**config.mk**
```make
export PLATFORM = sky130hd
export DESIGN_NAME = vector_argmax
export DESIGN_NICKNAME = d
export VERILOG_FILES = /design/src/rtl/vector_argmax.sv
export SDC_FILE = /design/constraint.sdc
export NUM_CORES = 1
export LEC_CHECK = 0
export ABC_AREA = 1
export BUFFER_PORTS_ARGS = -buffer_cell sky130_fd_sc_hd__buf_2
export CORE_MARGIN = 2
export CORE_UTILIZATION = 40
export DETAILED_ROUTE_END_ITERATION = 7
export PLACE_DENSITY_LB_ADDON = 0.05
export SYNTH_ARGS = -nofsm -noshare
export SYNTH_HDL_FRONTEND = slang
export SYNTH_SLANG_ARGS = --single-unit
```
**constraint.sdc**
```tcl
create_clock -name clk -period 1.7 [get_ports clk]
set_clock_uncertainty 0.2 [all_clocks]
set_input_delay 0.085 -clock clk [delete_from_list [all_inputs] [get_ports clk]]
set_output_delay 0.085 -clock clk [all_outputs]
set_load 0.01 [all_outputs]
```
**src/rtl/vector_argmax.sv**
```systemverilog
// Streaming argmax: accepts K signed words per vector over valid/ready and
// reports the index and value of the largest word, with ties going to the lowest index.
module vector_argmax #(
    parameter int K  = 4,
    parameter int T  = 8,
    parameter int IW = (K > 1) ? $clog2(K) : 1,
    parameter int CW = $clog2(K + 1)
) (
    input  logic          clk,
    input  logic          reset,
    input  logic          s_valid,
    output logic          s_ready,
    input  logic [T-1:0]  data_in,
    output logic          m_valid,
    input  logic          m_ready,
    output logic [IW-1:0] idx_out,
    output logic [T-1:0]  max_out
);

    typedef enum logic {ACC, OUT} state_t;

    state_t        state;
    state_t        state_next;
    logic [CW-1:0] cnt;
    logic [T-1:0]  best;
    logic [IW-1:0] bidx;
    logic          accept;
    logic          last_word;
    logic          take_new;
    logic [T-1:0]  cand_best;
    logic [IW-1:0] cand_idx;

    assign s_ready   = (state == ACC) && reset;
    assign accept    = s_valid && s_ready;
    assign last_word = (cnt == CW'(K - 1));

    // The first word of a vector always seeds the running best; after that,
    // only a strictly larger word replaces it, so earlier indices win ties.
    assign take_new  = (cnt == '0) || ($signed(data_in) > $signed(best));
    assign cand_best = take_new ? data_in : best;
    assign cand_idx  = take_new ? IW'(cnt) : bidx;

    always_ff @(posedge clk or negedge reset) begin
        if (!reset) begin
            state <= ACC;
        end else begin
            state <= state_next;
        end
    end

    always_comb begin
        state_next = state;
        case (state)
            ACC: if (accept && last_word) state_next = OUT;
            OUT: if (m_ready)             state_next = ACC;
            default:                      state_next = ACC;
        endcase
    end

    always_ff @(posedge clk or negedge reset) begin
        if (!reset) begin
            cnt     <= '0;
            best    <= '0;
            bidx    <= '0;
            m_valid <= 1'b0;
            idx_out <= '0;
            max_out <= '0;
        end else if (accept) begin
            best <= cand_best;
            bidx <= cand_idx;
            if (last_word) begin
                cnt     <= '0;
                m_valid <= 1'b1;
                idx_out <= cand_idx;
                max_out <= cand_best;
            end else begin
                cnt <= cnt + CW'(1);
            end
        end else if (m_valid && m_ready) begin
            m_valid <= 1'b0;
        end
    end

endmodule

```
# Word-level counts from Yosys, hierarchy flattened

Index checks and enable logic that the tools add are counted.

Add/subtract/negate cells: 1
Order comparisons: 1
Bitwise gates (word level): 1
Reductions and logical operators: 9
Multiplexer cells: 9
Eq/ne operators: 2

Operators with widths:

| kind                                                                  | number |
|---|---|
| 8-bit greater-than comparator                                         | 1 |
| 8-bit 2-to-1 mux                                                      | 1 |
| 1-bit 2-to-1 mux                                                      | 5 |
| 1-bit logical AND                                                     | 4 |
| 2-bit AND reduction                                                   | 2 |
| 3-bit by 1-bit adder with 3-bit output, second input constant         | 1 |
| 3-bit by 2-bit equality test with 1-bit output, second input constant | 1 |
| 3-bit logical NOT                                                     | 1 |
| 3-bit 2-to-1 mux                                                      | 1 |
| 2-bit 2-to-1 mux                                                      | 1 |
| 2-bit by 1-bit != test with 1-bit output, second input constant       | 1 |
| 1-bit case mux with 2 select lines                                    | 1 |
| 2-bit nonzero test                                                    | 1 |
| 1-bit logical OR                                                      | 1 |
| 1-bit inverter                                                        | 1 |

Register bits: 25
Input bits: 12
Output and inout bits: 12
Word-level logic and storage cells: 30

# Depth between registers and ports, before layout

Gate-level depths: netlist (run 1).

Word-level depth: 6
Mapped depth: 16
Depth with buffers taken out: 16

# Worst setup path after synthesis (run 1)

OpenSTA, ideal clock, no wires.

Path kind: reg-to-reg
Start: register best[7]
End: register best[0]
Arrival: 1.537 ns
Library setup time: 0.117 ns
Cell stages (with the launch flop): 13
Path slack: -0.155 ns
Period minus slack after synthesis: 1.855 ns
Data required time: 1.383 ns
Buffers on the path: 1
Cells stage by stage: dfrtp_1 inv_1 ha_1 a21o_1 nor2_2 nand2_1 nand2_1 nand2_1 nand2_2 buf_6 nand3_2 nand3_1 nand2_1

Word-level cells in the longest chain between the ends: 3

Ends and longest elaborated chain:

| item                          | line | text |
|---|---|---|
| start, declared               | 25   | `logic [T-1:0] best;` |
| start signal, assigned        | 69   | `best <= cand_best;` |
| 8-bit greater-than comparator | 39   | `assign take_new = (cnt == '0) \|\| ($signed(data_in) > $signed(best));` |
| 1-bit logical OR              | 39   |  |
| 8-bit 2-to-1 mux              | 40   | `assign cand_best = take_new ? data_in : best;` |

No other way between the ends.
A chain may end at the register's enable or synchronous reset.

# Final worst setup path (run 1)

Start: register best[7]
End: register best[2]

The elaborated chain is that of the path after synthesis.

==> results list, run 1 <==
- Sorting the synthesized cells by area gives the leading types as sky130_fd_sc_hd__dfrtp_1 (43%), sky130_fd_sc_hd__nand2_1 (17%), sky130_fd_sc_hd__ha_1 (8.7%).
- After layout, the minimum clock period comes to 1.95 ns.
- Largest net degree at the start of global routing: 26
* Fraction of the mapped netlist area in adder cells: 8.67%
- Cell area power density: 1790 nW/um2
- Post-DRT Antenna Nets: 0
- DR vias/cell: 4.83
- Along the worst path, the maximum fanout reaches 4.
- For this run, the slowest stage of the critical path takes 0.42 ns.
- For the pin with the worst max-slew slack, the measured transition is 0.319 ns.
- Static timing analysis puts the maximum clock frequency at 0.512 GHz.
- Counting instances, the worst hold path has a depth of 6.
- Die extent in x: 64.1 um
- Worst hold-check slack: 0.0322 ns
* CTS tree: built
- After detailed routing, the number of remaining DRC violations is 0.
- Cell breakdown of the critical path: inv_2 -> ha_4 -> a21o_1 -> nor2_2 -> nand2_1 -> nand2_1 -> nand2_2 -> nand2_4 -> buf_8 -> nand3_4 -> nand3_2 -> nand2_2
- The share of synthesized area in the top cell type comes to 43.4%.
- For this block, the via count after detailed routing is 1380.
- Endpoint of the worst register-to-register path: best[2]
- The number of antenna diodes in the final layout is 0.
* Crit path kind: reg -> reg
* Xor and xnor fraction of the mapped netlist area: 0%
- A synthesized cell averages 7.76 um2.
* CTS buffer count: 3
- The tool flagged a number of max-cap violations equal to 0.
- Power comes to 0.00388 W.
- Layout net count: 263
- The core region is 3390 um2.
- STA puts the critical path data required time at 1.72 ns.
- Most common library cell in the layout ignoring fill and taps: sky130_fd_sc_hd__nand2_1
- Final total negative setup slack: -4.71 ns
* Combinational family with the most area after synthesis: simple AND/OR/NAND/NOR gates
* Worst reg2reg path startpoint: best[7]
- First-pass GRT wire length: 6030 um
* Chip height: 64.1 um
* Count of input and output buffers: 23
- Detailed placement finished with a half-perimeter wire length of 2530 um.
- Cell area after placement: 1780 um2
- GRT busiest layer: met2
* I/O pin cnt: 24
- Data arrival time of the critical path: 1.98 ns
* Number of iterations in the first detailed-routing pass: 4
* Sequential cell area fraction in the yosys report: 43.4%
* Placement row count: 21
* Average wire per standard cell: 12.9 um
- After the first detailed-routing iteration, the DRC count stood at 67.
- In the finished design, the share of the clock period the worst path needs comes to 115%.
* Setup repair after global routing missed its margin: true
* Largest area contributor in the synthesized netlist: sky130_fd_sc_hd__dfrtp_1
- Synth Area in Compound Gates: 2.60%
- The flow ran to the end, but the final reports show violations.
- Unique masters post-synth: 16
* Post-layout instance area: 2170 um2
* Element type at the critical path end: flop
- The final hold violation count was 0.
- After synthesis the netlist holds a flip-flop and latch count of 25.
* Violations in the final reports: setup timing
* Met2 GRT Util: 32.6%
* Die Footprint: 4100 um2
- In the layout the commonest cells are sky130_fd_sc_hd__nand2_1 (56), sky130_fd_sc_hd__dfrtp_1 (25), sky130_fd_sc_hd__buf_2 (23).
- Total Routed Length: 3700 um
* Vias in the first global route: 1398
* Relative slew slack: 78.7%
- Grt total ovfl: 0
- The final max-slew violation count came to 0.
- Cells with a size suffix above 1 make up 45.4% of the layout.
* CP top delay family: simple AND/OR/NAND/NOR gates
- Combined buffer and inverter count along the critical path: 2
- The Yosys step of the flow raised 0 warnings.
- The worst register-to-register path has a setup slack of -0.25 ns.
- Number of antenna violations at the first check in global routing: 0
- Worst Min Path Start: data_in[6]
- Setup slack on the critical path of the routed design comes to -0.253 ns.
- The cell area that synthesis handed to floorplanning was 1440 um2.
* Cell type of the slowest stage on the worst timing path: sky130_fd_sc_hd__dfrtp_1
- Endpoint of the worst hold-timing path: best[6]
- Number of sinks on the clock net: 25
- Clock slew at reported path FFs: 0.13 ns
- Cells after synthesis: 186
- The analysis attributes to cell leakage a power of 1.13 nW.
- The worst register-to-register path has a depth of 12.
- At the later pin of the worst-skew pair, clock insertion delay measures 0.32 ns.
* Net count after synthesis: 208
- CTS root buf: sky130_fd_sc_hd__clkbuf_4
- Total track usage: 18.5%
- Global routing consumed, on the met1 layer, 22.8% of the routing resources.
- Effective utilization at floorplan: 42.6%
- Element type at the critical path start: flop
* Peak VDD IR: 0.894 mV
- Measured against the total synthesized area, the mux share comes to 0%.
- Global routing consumed, on the met3 layer, 4.05% of the routing resources.
* Area growth from synthesis to layout: 50.7%
- H-Tree Depth: 1
- Classification of the worst-slack hold path: in -> reg
- The clock passes through at most 2 buffers.
* Setup violations, final: 20
- Post-synthesis simple-gate area fraction: 35.2%
- Placer Congestion: 0.790
[routing by layer]
metal	vias up	routed length (um)
met4	0	29
li1	686	-
met5	-	0
met2	24	1920
met1	666	1620
met3	4	123
[worst max path at each step]
stage,from,slack [ns],cells after the start,endpoint
final,best[7],-0.25,12,best[2]
after global routing,best[7],-0.39,12,best[2]
after detailed placement,best[3],-0.26,15,max_out[6]
after floorplan,best[5],-0.08,13,best[0]
after CTS,best[7],-0.22,12,max_out[3]
after global placement,best[5],-0.23,12,max_out[6]
[cell type report]
type / count / area, um2
tap: 46 / 57.6
sequential: 25 / 626
clock buffer: 4 / 26.3
fill: 272 / 1220
inverter: 30 / 113
multi-input combinational: 126 / 956
timing repair buffer: 55 / 395
[power breakdown]
group | switching [W] | internal (W) | total (W) | leakage [nW]
Combinational | 0.00150 | 0.00111 | 0.00261 | 0.798
Clock | 0.000174 | 0.0000919 | 0.000266 | 0.0150
Sequential | 0.000150 | 0.000859 | 0.00101 | 0.315
[tightest hold or removal path, stage by stage]
cell and delay (ns):
sky130_fd_sc_hd__buf_2 0.10, sky130_fd_sc_hd__buf_4 0.10, sky130_fd_sc_hd__inv_1 0.04, sky130_fd_sc_hd__nand2_2 0.08
sky130_fd_sc_hd__nand3_2 0.07, sky130_fd_sc_hd__nand2_1 0.06
[cells in the mapped netlist (all sizes together)]
library cell  instances
ha                   10
nand3                32
clkbuf                2
nand2                69
buf                   4
a21oi                 3
nand4                 1
a21o                  1
dfrtp                25
nor2                  6
o21ai                 3
inv                  30
[registers in the layout, summed over array words and instances, names as in the netlist]
| signal | count |
|---|---|
| best | 8 |
| max_out | 8 |
| cnt | 3 |
| bidx | 2 |
| idx_out | 2 |
| m_valid | 1 |
| state | 1 |
[cell families (layout without fill, tap and decap cells)]
| group | Yosys count | after routing |
|---|---|---|
| buf+inv | 36 | 89 |
| compound gates | 7 | 7 |
| flops | 25 | 25 |
| fa+ha+maj | 10 | 10 |
| simple gates | 108 | 109 |
[timing repair]
action,in CTS,in global routing
endpoints found under the hold margin,39,0
setup buffers,1,1
gates cloned,1,0
resized for setup,25,31
endpoints found under the setup margin,20,21
hold buffers,8,0
pin swaps,7,7
[per-stage QoR]
| stage | setup slack (ns) | utilization (%) | std cells |
|---|---|---|---|
| 3_3_place_gp | -0.234 | 52.4 | 271 |
| 3_5_place_dp | -0.261 | 52.4 | 271 |
| 6_report | -0.253 | 64.1 | 286 |
| 2_1_floorplan | -0.0779 | - | 186 |
| 5_1_grt | -0.388 | 64.1 | 286 |
| 4_1_cts | -0.223 | 59.5 | 285 |
Note: power is estimated with default switching activity, not from simulation.
==> inputs of run 2 (changes only) <==
==> constraint.sdc (replaced) <==
create_clock -name clk -period 1.7 [get_ports clk]
set_clock_uncertainty 0.2 [all_clocks]
set_input_delay 0.255 -clock clk [delete_from_list [all_inputs] [get_ports clk]]
set_output_delay 0.255 -clock clk [all_outputs]
set_load 0.01 [all_outputs]
==> results list, run 2 (same netlist as run 1, synthesis figures left out) <==
- After the last flow step, the layout net total stands at 264.
- The number of antenna diodes in the final layout is 0.
- Traced cell by cell, the critical path runs through inv_2 -> ha_4 -> nand2_1 -> nor2_2 -> buf_4 -> nand4_1 -> nand2_4 -> buf_6 -> nand3_2 -> nand3_1 -> nand2_1.
- CTS buffer count: 3
* Highest Clock Rate: 0.515 GHz
- The critical path in this run is classified as reg -> reg.
- Setup repair after global routing missed its margin: true
- Die extent in x: 64.1 um
* Clock network latency to the later pin of the worst-skew pair: 0.32 ns
* Average wire per standard cell: 12.1 um
- First-pass GRT wire length: 6320 um
* Number of sinks on the clock net: 25
- Total track usage: 19.6%
- Detailed routing inserted a total of 1367 vias.
- Chip height: 64.1 um
* Area of the core: 3390 um2
- The largest registers in the layout are best: 8 flops, max_out: 8 flops, cnt: 3 flops.
- H-Tree Depth: 1
* Start point of the critical path: best[5]
- Detailed placement HPWL: 2660 um
- The top cell types in the final layout, fill and taps aside, are sky130_fd_sc_hd__nand2_1 (58), sky130_fd_sc_hd__buf_4 (28), sky130_fd_sc_hd__inv_1 (25), sky130_fd_sc_hd__dfrtp_1 (25), sky130_fd_sc_hd__buf_2 (23).
- Transition time at the pin with the least slew margin: 0.354 ns
- CP top delay family: simple AND/OR/NAND/NOR gates
- The number of global-route vias before repair was 1449.
- The final max-slew violation count is 0.
* Number of antenna violations at the first check in global routing: 0
- The count of nets left with antenna violations once routing finished came out at 0.
- Grt total ovfl: 0
- Share of post-route cells with drive strength above 1: 41.9%
* Relative slew slack: 76.4%
* Violations in the final reports: setup timing
- At the end of routability-driven placement, the weighted congestion stood at 0.793.
* Clock buffer depth: 2
- Area growth from synthesis to layout: 41.3%
- Cell type of the slowest stage on the worst timing path: sky130_fd_sc_hd__dfrtp_1
- CTS root buf: sky130_fd_sc_hd__clkbuf_4
- Largest net degree at the start of global routing: 26
- CP most frequent cell: sky130_fd_sc_hd__nand2_1
- Number of violations of the max-capacitance limit: 0
- The smallest clock period supported by the final layout is computed as 1.94 ns.
- Summed over all layers, the routed wires come to 3470 um.
- Leaving out fill and tap cells, the most frequent cell in the layout is sky130_fd_sc_hd__nand2_1.
* Crit path required time: 1.73 ns
* Status: complete, but fails checks
- Counting the fill cells in the layout gives 329.
* Data arrival time of the critical path: 1.98 ns
- Element type at the critical path end: flop
- The startpoint identified for the worst register-to-register timing path is best[5].
- Peak fanout along the critical path: 5
- In this run the power density over the cells is 1750 nW/um2.
- At the placement stage, the worst setup path has a slack of -0.290 ns.
- The final hold violation count was 0.
- 24 I/O pins were placed.
- In this run the most critical hold path is launched from s_valid.
* Combined buffer and inverter count along the critical path: 3
- The tightest min-delay check is of the in -> reg type.
- For this design the static power due to leakage is 1.12 nW.
- Once the floorplan was initialized, standard cells occupied 42.6% of the core.
- Clock slew at reported path FFs: 0.14 ns
- Worst hold-check slack: 0.164 ns
* CTS tree: built
- Die Footprint: 4100 um2
* Largest stage delay, worst path: 0.39 ns
* Final worst-path cycle share: 114%
- DRC: 0
- Element type at the critical path start: flop
* Number of iterations in the first detailed-routing pass: 4
- After the first detailed-routing iteration, the DRC count stood at 67.
- Peak VDD IR: 0.860 mV
* PnR worst setup slack: -0.243 ns
- Count of input and output buffers: 23
* DR vias/cell: 4.76
* Placement row count: 21
- Setup violations remaining at the end of the flow were counted as 20.
[run 2: cell types whose count changed in the layout (fill, tap and decap cells not counted), moves of 2 or more]
| cell | before | now |
|---|---|---|
| sky130_fd_sc_hd__buf_4 | 22 | 28 |
| sky130_fd_sc_hd__buf_6 | 0 | 3 |
| sky130_fd_sc_hd__dlygate4sd3_1 | 8 | 2 |
| sky130_fd_sc_hd__ha_1 | 5 | 7 |
| sky130_fd_sc_hd__ha_4 | 5 | 3 |
| sky130_fd_sc_hd__inv_1 | 22 | 25 |
| sky130_fd_sc_hd__inv_2 | 8 | 5 |
| sky130_fd_sc_hd__nand2_1 | 56 | 58 |
| sky130_fd_sc_hd__nand3_1 | 3 | 13 |
| sky130_fd_sc_hd__nand3_2 | 19 | 15 |
| sky130_fd_sc_hd__nand3_4 | 10 | 4 |
[run 2: final cells by class]
type | instances | area (um2) | area share [%]
Sequential cell | 25 | 626 | 30.7
Timing Repair Buffer | 56 | 379 | 18.6
Clock inverter | 1 | 5.00 | 0.246
Clock buffer | 3 | 22.5 | 1.10
Multi-Input combinational cell | 126 | 836 | 41.0
Inverter | 30 | 113 | 5.52
Tap cell | 46 | 57.6 | 2.82
[run 2: worst register-to-register path: cells and delay by family (launching register included)]
family,cells,cell delay (ns)
simple gates,7,0.69
flops,1,0.39
buf+inv,3,0.31
fa+ha+maj,1,0.27
[run 2: path summary, 6_finish.rpt]
path | slack (ns) | cells past startpoint | endpoint
min | 0.16 | 5 | m_valid
min in group asynchronous | 0.28 | 3 | bidx[1]
max | -0.24 | 11 | max_out[6]
max reg2reg | -0.24 | 11 | max_out[6]
min reg2reg | 0.28 | 2 | cnt[2]
max in group asynchronous | 0.76 | 3 | best[3]
[run 2: repair_timing]
item / CTS / global route
hold endpoints to repair: 27 / 0
endpoints found under the setup margin: 20 / 20
hold buffers: 2 / 0
buffers inserted: 2 / 0
cloned: 1 / 0
gates resized for setup: 13 / 19
pin swaps: 5 / 5
[run 2: metal layers]
layer  routed length, um  share of wire (%)  up-vias  track usage [%]
met1                1540                 44      652             26.1
met2                1790                 52       24             32.8
li1                    -                  -      689                -
met4                  12               0.35        0             4.35
met3                 129                3.7        2             3.87
met5                   0                  0        -                0
[run 2: power by group]
part | total (W) | internal (W) | switching [W] | leakage [nW]
Combinational | 0.00229 | 0.00100 | 0.00128 | 0.791
Sequential | 0.00101 | 0.000859 | 0.000151 | 0.315
Clock | 0.000261 | 0.0000880 | 0.000173 | 0.0177
Total | 0.00356 | 0.00195 | 0.00161 | 1.12
[run 2: per-stage QoR]
stage | std cells | cell area (um2) | util, % | TNS (ns) | power [W]
after floorplan | 186 | 1470 | - | -1.43 | 0.00219
after global placement | 278 | 1830 | 53.9 | -4.29 | 0.00283
after detailed placement | 278 | 1830 | 53.9 | -5.17 | 0.00290
after CTS | 287 | 1960 | 57.8 | -4.63 | 0.00340
after global routing | 287 | 2040 | 60.1 | -7.45 | 0.00392
final | 287 | 2040 | 60.1 | -4.41 | 0.00356
==> inputs of run 3 (changes only) <==
- CORE_ASPECT_RATIO: default -> 0.7
- CORE_UTILIZATION: 40 -> 50
==> results list, run 3 (same netlist as run 1, synthesis figures left out) <==
- Top flop regs: best: 8 flops, max_out: 8 flops, cnt: 3 flops
* Area of the core: 2760 um2
- The checks that failed: setup timing.
- Die extent in x: 68.2 um
- The number of global-route vias before repair came to 1457.
* Grt total ovfl: 0
- Element type at the critical path end: flop
- The die covers 3340 um2.
* Classification of the worst-slack hold path: in -> reg
* Cell area power density: 1900 nW/um2
* Area growth from synthesis to layout: 46.2%
- The initial utilization of the core area, before any placement, comes to 52.2%.
- Count of input and output buffers: 23
- The critical path in this run is classified as reg -> reg.
* Iteration-0 DRC Markers: 47
- Setup violations, final: 20
* Post-route total power: 0.00400 W
- Worst hold-check slack: 0.136 ns
- Number of vias in the routed layout: 1404
- Most common library cell in the layout ignoring fill and taps: sky130_fd_sc_hd__nand2_1
- Total track usage: 26.7%
- Setup repair after global routing could not meet its margin everywhere.
- The run finished, with violations left.
- Crit path required time: 1.68 ns
- VDD sags by at most 0.914 mV.
* Clock slew at reported path FFs: 0.10 ns
* Placer Congestion: 0.809
- The die is 48.9 um tall.
- The final critical path takes up 115% of the cycle.
- Static timing analysis puts the maximum clock frequency at 0.511 GHz.
* Final-report hold violation count: 0
* Detailed placement HPWL: 2420 um
- Placed cell count: 259
- I/O pin cnt: 24
- Share of post-route cells with drive strength above 1: 46.6%
* CTS buffer count: 3
* Number of violations of the max-capacitance limit: 0
* Final total negative setup slack: -4.83 ns
- The analysis attributes to cell leakage a power of 1.11 nW.
* Layout net count: 259
- Post-DRT Antenna Nets: 0
* Element type at the critical path start: flop
- Post-layout instance area: 2110 um2
- The top cell types in the final layout, fill and taps aside, are sky130_fd_sc_hd__nand2_1 (55), sky130_fd_sc_hd__dfrtp_1 (25), sky130_fd_sc_hd__buf_2 (23), sky130_fd_sc_hd__buf_4 (23), sky130_fd_sc_hd__inv_1 (22).
- For the pin with the worst max-slew slack, the measured transition is 0.332 ns.
* Peak fanout along the critical path: 5
* PnR worst setup slack: -0.259 ns
- Cell area after placement: 1750 um2
- Headroom to the max-slew limit came out at 77.9%.
* Data arrival time of the critical path: 1.94 ns
* Clock network latency to the later pin of the worst-skew pair: 0.28 ns
- Entering global routing, the biggest net connects 26 pins.
- CTS root buf: sky130_fd_sc_hd__clkbuf_8
* Average wire per standard cell: 14.5 um
- CTS tree: built
- Number of antenna violations at the first check in global routing: 0
- First-pass GRT wire length: 6640 um
* Total Routed Length: 3940 um
- DRC: 0
- Minimum clock period after layout: 1.96 ns
- Counting along the longest clock path gives a buffer depth of 2.
* Max-slew violations: 0
- Placement row count: 16
* Number of sinks on the clock net: 25
* Post-layout instance count excluding filler cells: 272
- Using the TritonRoute via totals, the vias-per-cell ratio works out to 5.16.
* Number of iterations in the first detailed-routing pass: 5
- In this run the number of H-tree levels came out at 1.
- Number of diodes added for antenna fixing: 0
-- run 3: metrics by stage --
stage	util, %	setup slack [ns]
floorplan	-	-0.0779
detailed placement	63.3	-0.293
CTS	72.5	-0.210
global placement	63.3	-0.216
finish	76.4	-0.259
global route	76.4	-0.390
-- run 3: final timing paths --
check                             endpoint        from  slack (ns)  cells past startpoint
min in group asynchronous          best[1]       reset        0.33                      3
worst max-delay path            max_out[5]     best[7]       -0.26                     12
max in group asynchronous          bidx[0]       reset        0.72                      3
worst min-delay path            max_out[4]  data_in[4]        0.14                      5
worst max register to register  max_out[5]     best[7]       -0.26                     12
worst min register to register  max_out[2]  max_out[2]        0.28                      2
-- run 3: cell type report --
class,instances,area [um2]
multi-input combinational,126,932
fill,202,653
sequential,25,626
timing repair buffer,51,349
inverter,30,113
clock buffer,4,45.0
tap,36,45.0
-- run 3: worst max-delay path, cell delays in order, from the launching register on --
cell and delay [ns]:
sky130_fd_sc_hd__dfrtp_1 0.40, sky130_fd_sc_hd__inv_2 0.08, sky130_fd_sc_hd__ha_4 0.20, sky130_fd_sc_hd__a21o_1 0.16
sky130_fd_sc_hd__nor2_2 0.12, sky130_fd_sc_hd__nand2_1 0.06, sky130_fd_sc_hd__nand2_1 0.08, sky130_fd_sc_hd__nand2_2 0.07
sky130_fd_sc_hd__nand2_4 0.12, sky130_fd_sc_hd__buf_8 0.15, sky130_fd_sc_hd__nand3_4 0.08, sky130_fd_sc_hd__nand3_1 0.08
sky130_fd_sc_hd__nand2_1 0.06
-- run 3: what timing repair did --
action                                  CTS  global route
hold endpoints to repair                 27             0
setup buffers                             5             1
hold buffers                              2             0
gates resized for setup                  30            23
cloned                                    1             0
endpoints found under the setup margin   20            21
pin swaps                                17             8
-- run 3: where the power goes --
group          internal (W)  switching [W]
Combinational       0.00112        0.00149
Clock              0.000169       0.000209
Sequential         0.000861       0.000153
Total               0.00215        0.00185
-- run 3: layer usage --
| layer | vias up | GRT usage (%) | routed length, um | share of wire (%) |
|---|---|---|---|---|
| li1 | 681 | - | - | - |
| met1 | 675 | 33.0 | 1720 | 43 |
| met2 | 39 | 44.8 | 1950 | 49 |
| met5 | - | 0 | 0 | 0 |
| met4 | 0 | 9.67 | 71 | 1.8 |
| met3 | 9 | 6.47 | 209 | 5.3 |
